File: src/rtl/serial_adder.sv
// Bit-serial adder: one full-adder cell and a carry flip-flop, LSB first.
// Computes {cout, sum} = a + b + cin over WIDTH cycles with a start/busy/done handshake.
module serial_adder #(
    parameter int unsigned WIDTH = 8
) (
    input  logic             clk,
    input  logic             rst,
    input  logic             start,
    input  logic [WIDTH-1:0] a,
    input  logic [WIDTH-1:0] b,
    input  logic             cin,
    output logic             busy,
    output logic             done,
    output logic [WIDTH-1:0] sum,
    output logic             cout
);

    localparam int unsigned CntW = (WIDTH > 1) ? $clog2(WIDTH) : 1;
    localparam logic [CntW-1:0] CntLast = CntW'(WIDTH - 1);

    typedef enum logic [1:0] {
        StIdle,
        StShift,
        StDone
    } state_e;

    state_e           state_q;
    logic [WIDTH-1:0] sa_q;
    logic [WIDTH-1:0] sb_q;
    logic [WIDTH-1:0] ws_q;
    logic [WIDTH-1:0] ws_d;
    logic             carry_q;
    logic [CntW-1:0]  cnt_q;
    logic             busy_q;
    logic             done_q;
    logic [WIDTH-1:0] sum_q;
    logic             cout_q;
    logic             bit_s;
    logic             bit_c;

    // Full-adder cell on the current LSBs; new sum bit enters the working register at the MSB.
    always_comb begin
        bit_s = sa_q[0] ^ sb_q[0] ^ carry_q;
        bit_c = (sa_q[0] & sb_q[0]) | (carry_q & (sa_q[0] ^ sb_q[0]));
        ws_d = ws_q >> 1;
        ws_d[WIDTH-1] = bit_s;
    end

    // Control FSM with registered handshake and result outputs.
    always_ff @(posedge clk) begin
        if (rst) begin
            state_q <= StIdle;
            sa_q    <= '0;
            sb_q    <= '0;
            ws_q    <= '0;
            carry_q <= 1'b0;
            cnt_q   <= '0;
            busy_q  <= 1'b0;
            done_q  <= 1'b0;
            sum_q   <= '0;
            cout_q  <= 1'b0;
        end else begin
            case (state_q)
                StIdle: begin
                    done_q <= 1'b0;
                    busy_q <= 1'b0;
                    if (start) begin
                        sa_q    <= a;
                        sb_q    <= b;
                        carry_q <= cin;
                        ws_q    <= '0;
                        cnt_q   <= '0;
                        busy_q  <= 1'b1;
                        state_q <= StShift;
                    end
                end
                StShift: begin
                    sa_q    <= sa_q >> 1;
                    sb_q    <= sb_q >> 1;
                    ws_q    <= ws_d;
                    carry_q <= bit_c;
                    cnt_q   <= cnt_q + CntW'(1);
                    if (cnt_q == CntLast) begin
                        // Result is published only here, so sum/cout stay stable while shifting.
                        sum_q   <= ws_d;
                        cout_q  <= bit_c;
                        busy_q  <= 1'b0;
                        done_q  <= 1'b1;
                        state_q <= StDone;
                    end
                end
                StDone: begin
                    done_q  <= 1'b0;
                    busy_q  <= 1'b0;
                    state_q <= StIdle;
                end
                default: begin
                    done_q  <= 1'b0;
                    busy_q  <= 1'b0;
                    state_q <= StIdle;
                end
            endcase
        end
    end

    assign busy = busy_q;
    assign done = done_q;
    assign sum  = sum_q;
    assign cout = cout_q;

endmodule

File: config.mk
export PLATFORM = sky130hd
export DESIGN_NAME = serial_adder
export DESIGN_NICKNAME = d
export VERILOG_FILES = /design/src/rtl/serial_adder.sv
export SDC_FILE = /design/constraint.sdc
export NUM_CORES = 1
export LEC_CHECK = 0
export ABC_AREA = 1
export BUFFER_PORTS_ARGS = -buffer_cell sky130_fd_sc_hd__buf_2
export CAP_MARGIN = 15
export CORE_UTILIZATION = 50
export CTS_BUF_LIST = sky130_fd_sc_hd__clkbuf_16
export CTS_CLUSTER_SIZE = 30
export DETAILED_ROUTE_END_ITERATION = 10
export GPL_TIMING_DRIVEN = 0
export PLACE_DENSITY_LB_ADDON = 0.15
export SYNTH_ARGS = -nofsm -noshare
export SYNTH_HDL_FRONTEND = slang
export SYNTH_SLANG_ARGS = --single-unit
File: constraint.sdc
create_clock -name clk -period 1.5 [get_ports clk]
set_input_delay 0.225 -clock clk [delete_from_list [all_inputs] [get_ports clk]]
set_output_delay 0.225 -clock clk [all_outputs]
set_load 0.05 [all_outputs]
After elaboration in Yosys (flattened, before gate mapping)
Index checks and enable logic that the tools add are counted.

word-level totals
  register bits after elaboration = 41
  input port bits = 20
  output and inout bits = 11

cells by class
  add/subtract/negate cells = 1
  equal/unequal tests = 4
  multiplexer cells = 16
  bitwise gates (word level) = 6
  reductions and logical operators = 6

operators with widths
  kind                 number
  $pmux 8 s2           3
  $mux 8               3
  $pmux 3 s2           1
  $reduce_and 2->1     3
  $mux 2               2
  $ne 2x2->1 const B   2
  $pmux 1 s2           2
  $pmux 2 s2           1
  $add 3x1->3 const B  1
  $eq 3x3->1 const B   1
  $mux 1               3
  $mux 3               1
  $and 1x1->1          2
  $eq 2x1->1 const B   1
  $logic_not 2->1      1
  $reduce_bool 2->1    1
  $reduce_or 2->1      1
  $xor 1x1->1          2
  $not 1->1            1
  $or 1x1->1           1

Longest topological paths before layout
Gate-level depths: netlist (run 1).

  depth after elaboration = 4
  mapped depth = 7

Worst setup path before layout (run 1)
Ideal clock, no wire load.

  path kind = register -> register
  from = reg cnt_q[0]
  to = reg sum_q[7] (netlist: sum[7])
  arrival = 1.042 ns
  setup slack = 0.345 ns
  cell stages (with the launch flop) = 7
  path buffers = 1
  clock period less this slack = 1.155 ns
  path through = dfxtp_1 ha_1 ha_1 nand2_4 buf_6 nor2_1 nor2_1

on the way
  longest elaborated chain between the ends = 2

RTL lines
  what                        line  text
  start, declared             33    logic [CntW-1:0] cnt_q;
  start signal, assigned      82    cnt_q <= cnt_q + CntW'(1);
  $eq 3x3->1                  83    if (cnt_q == CntLast) begin
  $reduce_and 2->1 (no line)  n/a
  end signal, assigned        85    sum_q <= ws_d;
  end, declared               36    logic [WIDTH-1:0] sum_q;

Every way passes these cells.
A chain may end at the register's enable or synchronous reset.

Worst setup path after layout (run 1)
  from = reg cnt_q[0]
  to = reg sum_q[3] (netlist: sum[3])

Same word-level chain as after synthesis.

==> run summary, run 1 <==
### Run status
• outcome: complete, no violations

### Power and ir drop
• Sw Ratio: 22.98%
• combinational group share of total power: 11.9%
• total internal power: 2.014 mW
• Clk network pwr share: 44.4%
• Power Dens Cells: 1178 nW/um^2
• share of power burned in registers: 43.7%
• Psw: 600.9 uW
• Static Leakage: 1.160 nW
• maximum vdd ir drop: 0.7619 mV

### Yosys
• Commonest cells post-synth: sky130_fd_sc_hd__nand2_1, sky130_fd_sc_hd__nor2_1, sky130_fd_sc_hd__dfxtp_1
• EDFF count, synth: 0
• post-synthesis sequential element count: 40
• share of Yosys cell area claimed by the top area cell type: 43.18%
• top post-synthesis cells by area: sky130_fd_sc_hd__dfxtp_1, sky130_fd_sc_hd__nand2_1, sky130_fd_sc_hd__nor2_1
• cell with the most instances after synthesis: sky130_fd_sc_hd__nand2_1
• share of async-settable or async-resettable flops after synthesis: 0%
• cell area after synthesis: 1854 sq um
• Mean Syn Cell Area: 6.767 sq um
• Gate Count Post-Synth: 274
• cell taking the most area after synthesis: sky130_fd_sc_hd__dfxtp_1
• yosys synthesis warning count: 0
• number of nets in the synthesized netlist: 297
• post-synthesis sequential area ratio: 43.18%
• Synth cell types: 20
• most common flop cell mapped by yosys: sky130_fd_sc_hd__dfxtp_1

### Placed design
• pre-CTS setup slack: 0.1649 ns
• DPL Wire Length: 2.670 mm
• number of buffers added on ports: 29
• Final Wtd Congestion: 0.7754

### Critical path
• sort of element at the start of the critical path: register
• data required time at the worst endpoint: 1.70 ns
• sort of element at the end of the critical path: register
• classification of the worst setup path: register to register
• Data arrival, critical path: 1.55 ns
• top fanout value on the critical path: 10

### STA
• Total Neg Setup Slack: 0 ns
• Worst Hold Margin: 0.2148 ns
• largest clock skew in the final design: 0.002452 ns
• minimum clock period: 1.347 ns
• worst slew margin relative to its limit: 70.06%
• setup repair after global routing missed its margin: false
• number of endpoints with negative hold slack in the final report: 0
• highest clock rate: 742.2 MHz
• transition time at the pin with the least slew margin: 0.4491 ns
• Slew Limit Fails: 0
• crit path setup slack, layout: 0.1526 ns
• # setup viols final: 0
• Period Utilization, post-route: 89.83%

### CTS
• count of cells resized by post-cts repair: 0
• CTS Sinks: 40
• Max clock buf depth: 2
• Root Buffer Master: sky130_fd_sc_hd__clkbuf_16
• Hold-fix buffers, CTS: 0
• latest clock arrival within the worst-skew pair: 0.27 ns
• number of clock buffers inserted by TritonCTS: 5
• clock tree from TritonCTS: done
• CTS H-tree lvls: 2
• Post-CTS Setup Repair Bufs: 0
• clock slew at the register clock pins of the worst setup and hold paths: 0.06 ns

### Die
• core outline area: 3442 sq um
• standard-cell rows: 21
• initial core utilization: 53.87%
• die footprint: 3956 sq um
• num ports: 31
• width of the die: 62.90 um
• die boundary height: 62.90 um

### Final layout
• number of diodes: 0
• growth of design area from synthesis to finish: 19.77%
• fill cell instance count of the final layout: 329
• share of cells above drive strength 1: 17.68%
• Net count, final: 333
• area of the multi-input gates: 834.6 sq um
• register cell area after layout: 800.8 sq um

### GRT
• overall global routing resource usage: 21.99%
• antenna violations before repair: 0
• global route overflow: 0
• wire length of the first global-routing pass: 6.679 mm
• via count of the first global-routing pass: 1,511
• largest net degree at the start of global routing: 13

### Job
• max capacitance violation total: 0

### Routing
• DR iter-0 viols: 108
• Total Wirelength: 3.859 mm
• number of DRC violations after detailed routing: 0
• post-detailed-route wirelength per cell: 10.81 um
• first drt pass iteration count: 4
• ANT nets after route: 0
• vias per std cell: 4.683
• via count: 1,672

### Worst hold path
• HP Class: primary input to register

-- state kept, by name, indices dropped and copies added, names as in the netlist --
signal / flops
state_q: 2
carry_q: 1
sa_q: 8
ws_q: 7
sb_q: 8
sum: 8
cout: 1
busy: 1
cnt_q: 3
done: 1
-- stage by stage --
stage	util, %	area [sq um]	power [mW]	instances
finish	64.52	2221	2.615	357
global route	64.52	2221	2.727	357
CTS	64.52	2221	2.632	357
detailed placement	59.76	2057	1.476	349
global placement	59.76	2057	1.471	349
floorplan	-	1854	1.393	274
-- power groups by stage --
stage               clock (mW)  sequential [mW]  combinational [mW]
finish                    1.16             1.14               0.311
global placement             0             1.16               0.307
CTS                       1.17             1.14               0.314
detailed placement           0             1.17               0.310
global route              1.22             1.15               0.359
floorplan                    0             1.17               0.227
-- logic make-up (layout without fill, tap and decap cells) --
kind of cell    count (synthesis)  after routing  share of synthesized area (%)
simple gates                  174            174                          37.92
buf+inv                        42             79                          11.81
flops                          40             40                          43.18
compound gates                 15             15                          4.656
fa+ha+maj                       3              3                          2.429
-- per-layer routing --
layer | GRT usage (%) | part of all wire [%] | up-vias | wire, um
met2 | 35.22 | 46 | 30 | 1794
met5 | 0 | 0 | - | 0
met4 | 9.012 | 1.8 | 0 | 68
met3 | 4.927 | 3.3 | 7 | 129
li1 | - | - | 895 | -
met1 | 28.28 | 48 | 740 | 1866
-- final timing paths --
check,from,to,slack [ns],depth (start not counted)
worst max-delay path,cnt_q[0],sum[3],0.15,6
worst min-delay path,rst,cnt_q[1],0.21,2
worst max register to register,cnt_q[0],sum[3],0.15,6
worst min register to register,cout,cout,0.46,2
-- critical path, cell delays in order (launching register included) --
cell	delay, ns
sky130_fd_sc_hd__dfxtp_1	0.32
sky130_fd_sc_hd__ha_1	0.20
sky130_fd_sc_hd__ha_1	0.26
sky130_fd_sc_hd__nand2_4	0.16
sky130_fd_sc_hd__buf_6	0.16
sky130_fd_sc_hd__nor2_1	0.05
sky130_fd_sc_hd__nor2_1	0.13
-- final cells by class --
type | instances | share of cell area [%]
multi-input cells | 192 | 37.58
flip-flops and latches | 40 | 36.06
repair buffers | 29 | 6.535
clock buffers | 5 | 5.634
plain buffers | 14 | 5.127
inverters | 28 | 4.732
well taps | 46 | 2.592
clock inverters | 3 | 1.746
-- cell usage in the layout (no fill, tap or decap), types with 3 or more instances in the layout --
cell,netlist,final
sky130_fd_sc_hd__clkbuf_16,0,5
sky130_fd_sc_hd__buf_2,4,33
sky130_fd_sc_hd__buf_4,3,3
sky130_fd_sc_hd__nand3_1,19,19
sky130_fd_sc_hd__a21oi_1,13,13
sky130_fd_sc_hd__nor2_1,51,51
sky130_fd_sc_hd__dfxtp_1,40,40
sky130_fd_sc_hd__inv_1,25,26
sky130_fd_sc_hd__nand2_1,99,99
sky130_fd_sc_hd__buf_6,6,6
No activity file was read; power rests on OpenSTA's default activity.
==> run 2: changes to the inputs <==
BUFFER_PORTS_ARGS = -buffer_cell sky130_fd_sc_hd__buf_4   (was -buffer_cell sky130_fd_sc_hd__buf_2)
==> run 2 against run 1 <==
Effect of this change:
- non-clock buffer count is the same
- sequential power barely moved
- final cell count is the same
- critical path depth stayed put
- highest routed layer unchanged
==> run summary, run 2 (synthesis gave the netlist of run 1 again) <==
### Final layout
• growth of design area from synthesis to finish: 23.89%
• number of diodes: 0
• leading cell type in the layout, fill and taps excluded: sky130_fd_sc_hd__nand2_1
• fill cell instance count of the final layout: 332
• Finished Core Util: 66.74%
• Net count, final: 333
• share of cells above drive strength 1: 18.01%
• highest-count cells in the layout ignoring fill and taps: sky130_fd_sc_hd__nand2_1, sky130_fd_sc_hd__nor2_1, sky130_fd_sc_hd__dfxtp_1

### STA
• largest clock skew in the final design: 0.002497 ns
• number of endpoints with negative hold slack in the final report: 0
• highest clock rate: 729.7 MHz
• transition time at the pin with the least slew margin: 0.4291 ns
• minimum clock period: 1.370 ns
• Slew Limit Fails: 0
• worst slew margin relative to its limit: 71.39%
• Period Utilization, post-route: 91.37%
• Total Neg Setup Slack: 0 ns
• crit path setup slack, layout: 0.1295 ns
• setup repair after global routing missed its margin: false
• # setup viols final: 0

### CTS
• number of clock buffers inserted by TritonCTS: 5
• CTS H-tree lvls: 2
• clock tree from TritonCTS: done
• count of cells resized by post-cts repair: 0
• latest clock arrival within the worst-skew pair: 0.28 ns
• Max clock buf depth: 2
• Post-CTS Setup Repair Bufs: 0
• Root Buffer Master: sky130_fd_sc_hd__clkbuf_16
• CTS Sinks: 40
• Hold-fix buffers, CTS: 0
• clock slew at the register clock pins of the worst setup and hold paths: 0.06 ns

### Placed design
• pre-CTS setup slack: 0.1559 ns
• DPL Wire Length: 2.675 mm
• Final Wtd Congestion: 0.7550
• number of buffers added on ports: 29

### Worst hold path
• end of the worst hold path: sa_q[7]
• HP Class: primary input to register
• startpoint of the lowest-slack hold path: rst
• worst hold stages: 2

### Critical path
• end of the worst register-to-register path: sum[3]
• critical path depth in cells: 6
• classification of the worst setup path: register to register
• top fanout value on the critical path: 10
• Worst Reg-to-Reg Cells: 6
• sort of element at the end of the critical path: register
• data required time at the worst endpoint: 1.70 ns
• buffers and inverters on the worst path: 1
• register-to-register setup slack: 0.13 ns
• sequence of cells on the critical path: ha_1, ha_1, nand2_4, buf_6, nor2_1, nor2_1
• Crit Reg-Reg Startpoint: cnt_q[0]
• Data arrival, critical path: 1.57 ns
• largest stage delay on the critical path: 0.32 ns
• sort of element at the start of the critical path: register
• cell family with most CP delay: adder cells
• master of the slowest instance on the critical path: sky130_fd_sc_hd__dfxtp_1

### Power and ir drop
• Clk network pwr share: 45.0%
• Psw: 634.1 uW
• combinational group share of total power: 12.2%
• maximum vdd ir drop: 0.9100 mV
• Static Leakage: 1.170 nW
• Design Power: 2.669 mW
• Power Dens Cells: 1162 nW/um^2
• total internal power: 2.034 mW
• share of power burned in registers: 42.9%
• Sw Ratio: 23.76%

### Routing
• via count: 1,696
• DR iter-0 viols: 111
• number of DRC violations after detailed routing: 0
• first drt pass iteration count: 4
• post-detailed-route wirelength per cell: 11.03 um
• ANT nets after route: 0
• vias per std cell: 4.751
• Total Wirelength: 3.939 mm

### GRT
• wire length of the first global-routing pass: 6.969 mm
• largest net degree at the start of global routing: 14
• overall global routing resource usage: 22.44%
• via count of the first global-routing pass: 1,581
• antenna violations before repair: 0
• global route overflow: 0

### Die
• die boundary height: 62.90 um
• die footprint: 3956 sq um
• initial core utilization: 53.87%
• num ports: 31
• core outline area: 3442 sq um
• width of the die: 62.90 um
• standard-cell rows: 21

### Job
• max capacitance violation total: 0

### Run status
• outcome: complete, no violations

-- run 2: worst register-to-register path, stage by stage, from the launching register on --
cell and delay (ns):
sky130_fd_sc_hd__dfxtp_1 0.32, sky130_fd_sc_hd__ha_1 0.20, sky130_fd_sc_hd__ha_1 0.25, sky130_fd_sc_hd__nand2_4 0.16, sky130_fd_sc_hd__buf_6 0.16, sky130_fd_sc_hd__nor2_1 0.05
sky130_fd_sc_hd__nor2_1 0.15
-- run 2: layout make-up --
| class | instances | area [sq um] | area share, % |
|---|---|---|---|
| Multi-Input combinational cell | 192 | 834.6 | 36.33 |
| Tap cell | 46 | 57.56 | 2.505 |
| Sequential cell | 40 | 800.8 | 34.86 |
| Inverter | 28 | 105.1 | 4.575 |
| Clock inverter | 3 | 42.54 | 1.852 |
| Clock buffer | 5 | 125.1 | 5.447 |
| Timing Repair Buffer | 29 | 217.7 | 9.477 |
| Buffer | 14 | 113.9 | 4.956 |
-- run 2: worst max-delay path by stage --
stage,endpoint,slack [ns],from
detailed placement,sum[3],0.16,cnt_q[0]
global placement,sum[0],0.21,cnt_q[0]
finish,sum[3],0.13,cnt_q[0]
CTS,sum[3],0.15,cnt_q[0]
global route,sum[1],0.05,cnt_q[0]
floorplan,sum[7],0.34,cnt_q[0]
-- run 2: per-layer routing --
| layer | wire, um | up-vias | GRT usage [%] |
|---|---|---|---|
| met5 | 0 | - | 0 |
| li1 | - | 894 | - |
| met2 | 1756 | 36 | 34.81 |
| met3 | 161 | 11 | 4.927 |
| met1 | 1924 | 755 | 29.40 |
| met4 | 97 | 0 | 10.47 |
-- run 2: power groups by stage --
stage                     Sequential (mW)  Combinational, mW  Clock (mW)
final                                1.14              0.325        1.20
after global routing                 1.15              0.371        1.27
after CTS                            1.14              0.327        1.21
after detailed placement             1.17              0.323           0
after global placement               1.16              0.320           0
after floorplan                      1.17              0.227           0
-- run 2: through the flow --
step / cells / hold WS, ns / cell area, sq um
global placement: 349 / 0.4505 / 2130
detailed placement: 349 / 0.4601 / 2130
floorplan: 274 / 0.3894 / 1854
CTS: 357 / 0.2121 / 2297
global route: 357 / 0.2176 / 2297
finish: 357 / 0.2115 / 2297
==> run 3: changes to the inputs <==
GPL_TIMING_DRIVEN = unset   (was 0)
==> run 3 against run 2 <==
Effect of this change:
- clock power about the same
- die area unchanged
- critical path type unchanged
- maximum frequency grew 4.9%
==> run summary, run 3 (synthesis gave the netlist of run 1 again) <==
### Power and ir drop
• Clk network pwr share: 45.2%
• Power Dens Cells: 1172 nW/um^2
• Design Power: 2.643 mW
• Sw Ratio: 23.39%
• Static Leakage: 1.146 nW
• Psw: 618.2 uW
• share of power burned in registers: 43.5%
• combinational group share of total power: 11.4%
• maximum vdd ir drop: 0.8039 mV
• total internal power: 2.025 mW

### Critical path
• Worst Reg-to-Reg Cells: 4
• sequence of cells on the critical path: o21ai_4, buf_4, nand2_1, a21oi_1
• top fanout value on the critical path: 11
• Data arrival, critical path: 1.51 ns
• classification of the worst setup path: register to register
• Crit Reg-Reg Startpoint: state_q[0]
• largest stage delay on the critical path: 0.42 ns
• end of the worst register-to-register path: ws_q[6]
• master of the slowest instance on the critical path: sky130_fd_sc_hd__dfxtp_1
• data required time at the worst endpoint: 1.71 ns
• buffers and inverters on the worst path: 1
• sort of element at the end of the critical path: register
• cell family with most CP delay: compound AO/OA/AOI/OAI gates
• sort of element at the start of the critical path: register
• register-to-register setup slack: 0.19 ns

### Die
• core outline area: 3442 sq um
• initial core utilization: 53.87%
• num ports: 31
• standard-cell rows: 21
• die boundary height: 62.90 um
• die footprint: 3956 sq um
• width of the die: 62.90 um

### Routing
• Total Wirelength: 3.540 mm
• via count: 1,602
• ANT nets after route: 0
• vias per std cell: 4.564
• first drt pass iteration count: 4
• number of DRC violations after detailed routing: 0
• DR iter-0 viols: 101
• post-detailed-route wirelength per cell: 10.09 um

### Final layout
• highest-count cells in the layout ignoring fill and taps: sky130_fd_sc_hd__nand2_1, sky130_fd_sc_hd__nor2_1, sky130_fd_sc_hd__dfxtp_1
• number of diodes: 0
• Net count, final: 327
• growth of design area from synthesis to finish: 21.66%
• Finished Core Util: 65.54%
• leading cell type in the layout, fill and taps excluded: sky130_fd_sc_hd__nand2_1
• Layout Cells excl Fill: 351
• share of cells above drive strength 1: 16.39%

### GRT
• antenna violations before repair: 0
• largest net degree at the start of global routing: 25
• via count of the first global-routing pass: 1,448
• grt met1 use: 26.07%
• wire length of the first global-routing pass: 6.279 mm
• met3 track utilization from global routing: 4.380%
• overall global routing resource usage: 20.25%
• global routing met2 resource utilization: 31.85%
• most crowded layer after global routing: met2
• global route overflow: 0

### CTS
• count of cells resized by post-cts repair: 0
• clock slew at the register clock pins of the worst setup and hold paths: 0.06 ns
• Hold-fix buffers, CTS: 0
• latest clock arrival within the worst-skew pair: 0.28 ns
• CTS H-tree lvls: 2
• clock tree from TritonCTS: done
• Max clock buf depth: 2
• number of clock buffers inserted by TritonCTS: 5
• Root Buffer Master: sky130_fd_sc_hd__clkbuf_16
• CTS Sinks: 40
• Post-CTS Setup Repair Bufs: 0

### Worst hold path
• end of the worst hold path: sa_q[7]
• HP Class: primary input to register
• startpoint of the lowest-slack hold path: a[7]
• worst hold stages: 3

### STA
• Total Neg Setup Slack: 0 ns
• Slew Limit Fails: 0
• transition time at the pin with the least slew margin: 0.3939 ns
• worst slew margin relative to its limit: 73.70%
• # setup viols final: 0
• highest clock rate: 765.7 MHz
• Period Utilization, post-route: 87.06%
• setup repair after global routing missed its margin: false
• minimum clock period: 1.306 ns
• number of endpoints with negative hold slack in the final report: 0
• largest clock skew in the final design: 0.003007 ns

### Placed design
• DPL Wire Length: 2.328 mm
• Cells after DPL: 343
• Final Wtd Congestion: 0.8200
• number of buffers added on ports: 30

### Run status
• outcome: complete, no violations

### Job
• max capacitance violation total: 0

## run 3: worst max-delay path by stage
stage	from	end	slack (ns)	cells past startpoint
2_1_floorplan	cnt_q[0]	sum[7]	0.34	6
3_3_place_gp	state_q[0]	sa_q[5]	0.25	5
3_5_place_dp	state_q[0]	sum[7]	0.22	5
4_1_cts	state_q[0]	ws_q[6]	0.20	4
5_1_grt	state_q[0]	sum[1]	0.07	6
6_report	state_q[0]	ws_q[6]	0.19	4
## run 3: worst register-to-register path: stages (launching register included)
cell and delay (ns):
sky130_fd_sc_hd__dfxtp_1 0.42, sky130_fd_sc_hd__o21ai_4 0.38, sky130_fd_sc_hd__buf_4 0.23, sky130_fd_sc_hd__nand2_1 0.07
sky130_fd_sc_hd__a21oi_1 0.14
## run 3: routing by layer
layer	share of wire (%)	routed length [um]	vias up
li1	-	-	883
met1	50	1771	682
met2	45	1581	33
met3	4.1	144	4
met4	1.2	42	0
met5	0	0	-
## run 3: final cells by class
class | instances | area, sq um
Clock buffer | 5 | 125.1
Clock inverter | 3 | 42.54
Fill cell | 322 | 1186
Inverter | 28 | 105.1
Multi-Input combinational cell | 192 | 834.6
Sequential cell | 40 | 800.8
Tap cell | 46 | 57.56
Timing Repair Buffer | 37 | 290.3
## run 3: power by group through the flow
| stage | registers [mW] | clock network [mW] | logic, mW |
|---|---|---|---|
| final | 1.15 | 1.19 | 0.301 |
| after global routing | 1.16 | 1.26 | 0.348 |
| after detailed placement | 1.17 | 0 | 0.301 |
| after floorplan | 1.17 | 0 | 0.227 |
| after CTS | 1.15 | 1.21 | 0.303 |
| after global placement | 1.17 | 0 | 0.301 |
## run 3: stage by stage
stage	setup WS, ns	hold WS (ns)	instance area (sq um)
6_report	0.1941	0.2300	2256
4_1_cts	0.1954	0.2251	2256
3_5_place_dp	0.2235	0.4582	2088
2_1_floorplan	0.3449	0.3894	1854
5_1_grt	0.07259	0.2539	2256
3_3_place_gp	0.2510	0.4513	2088
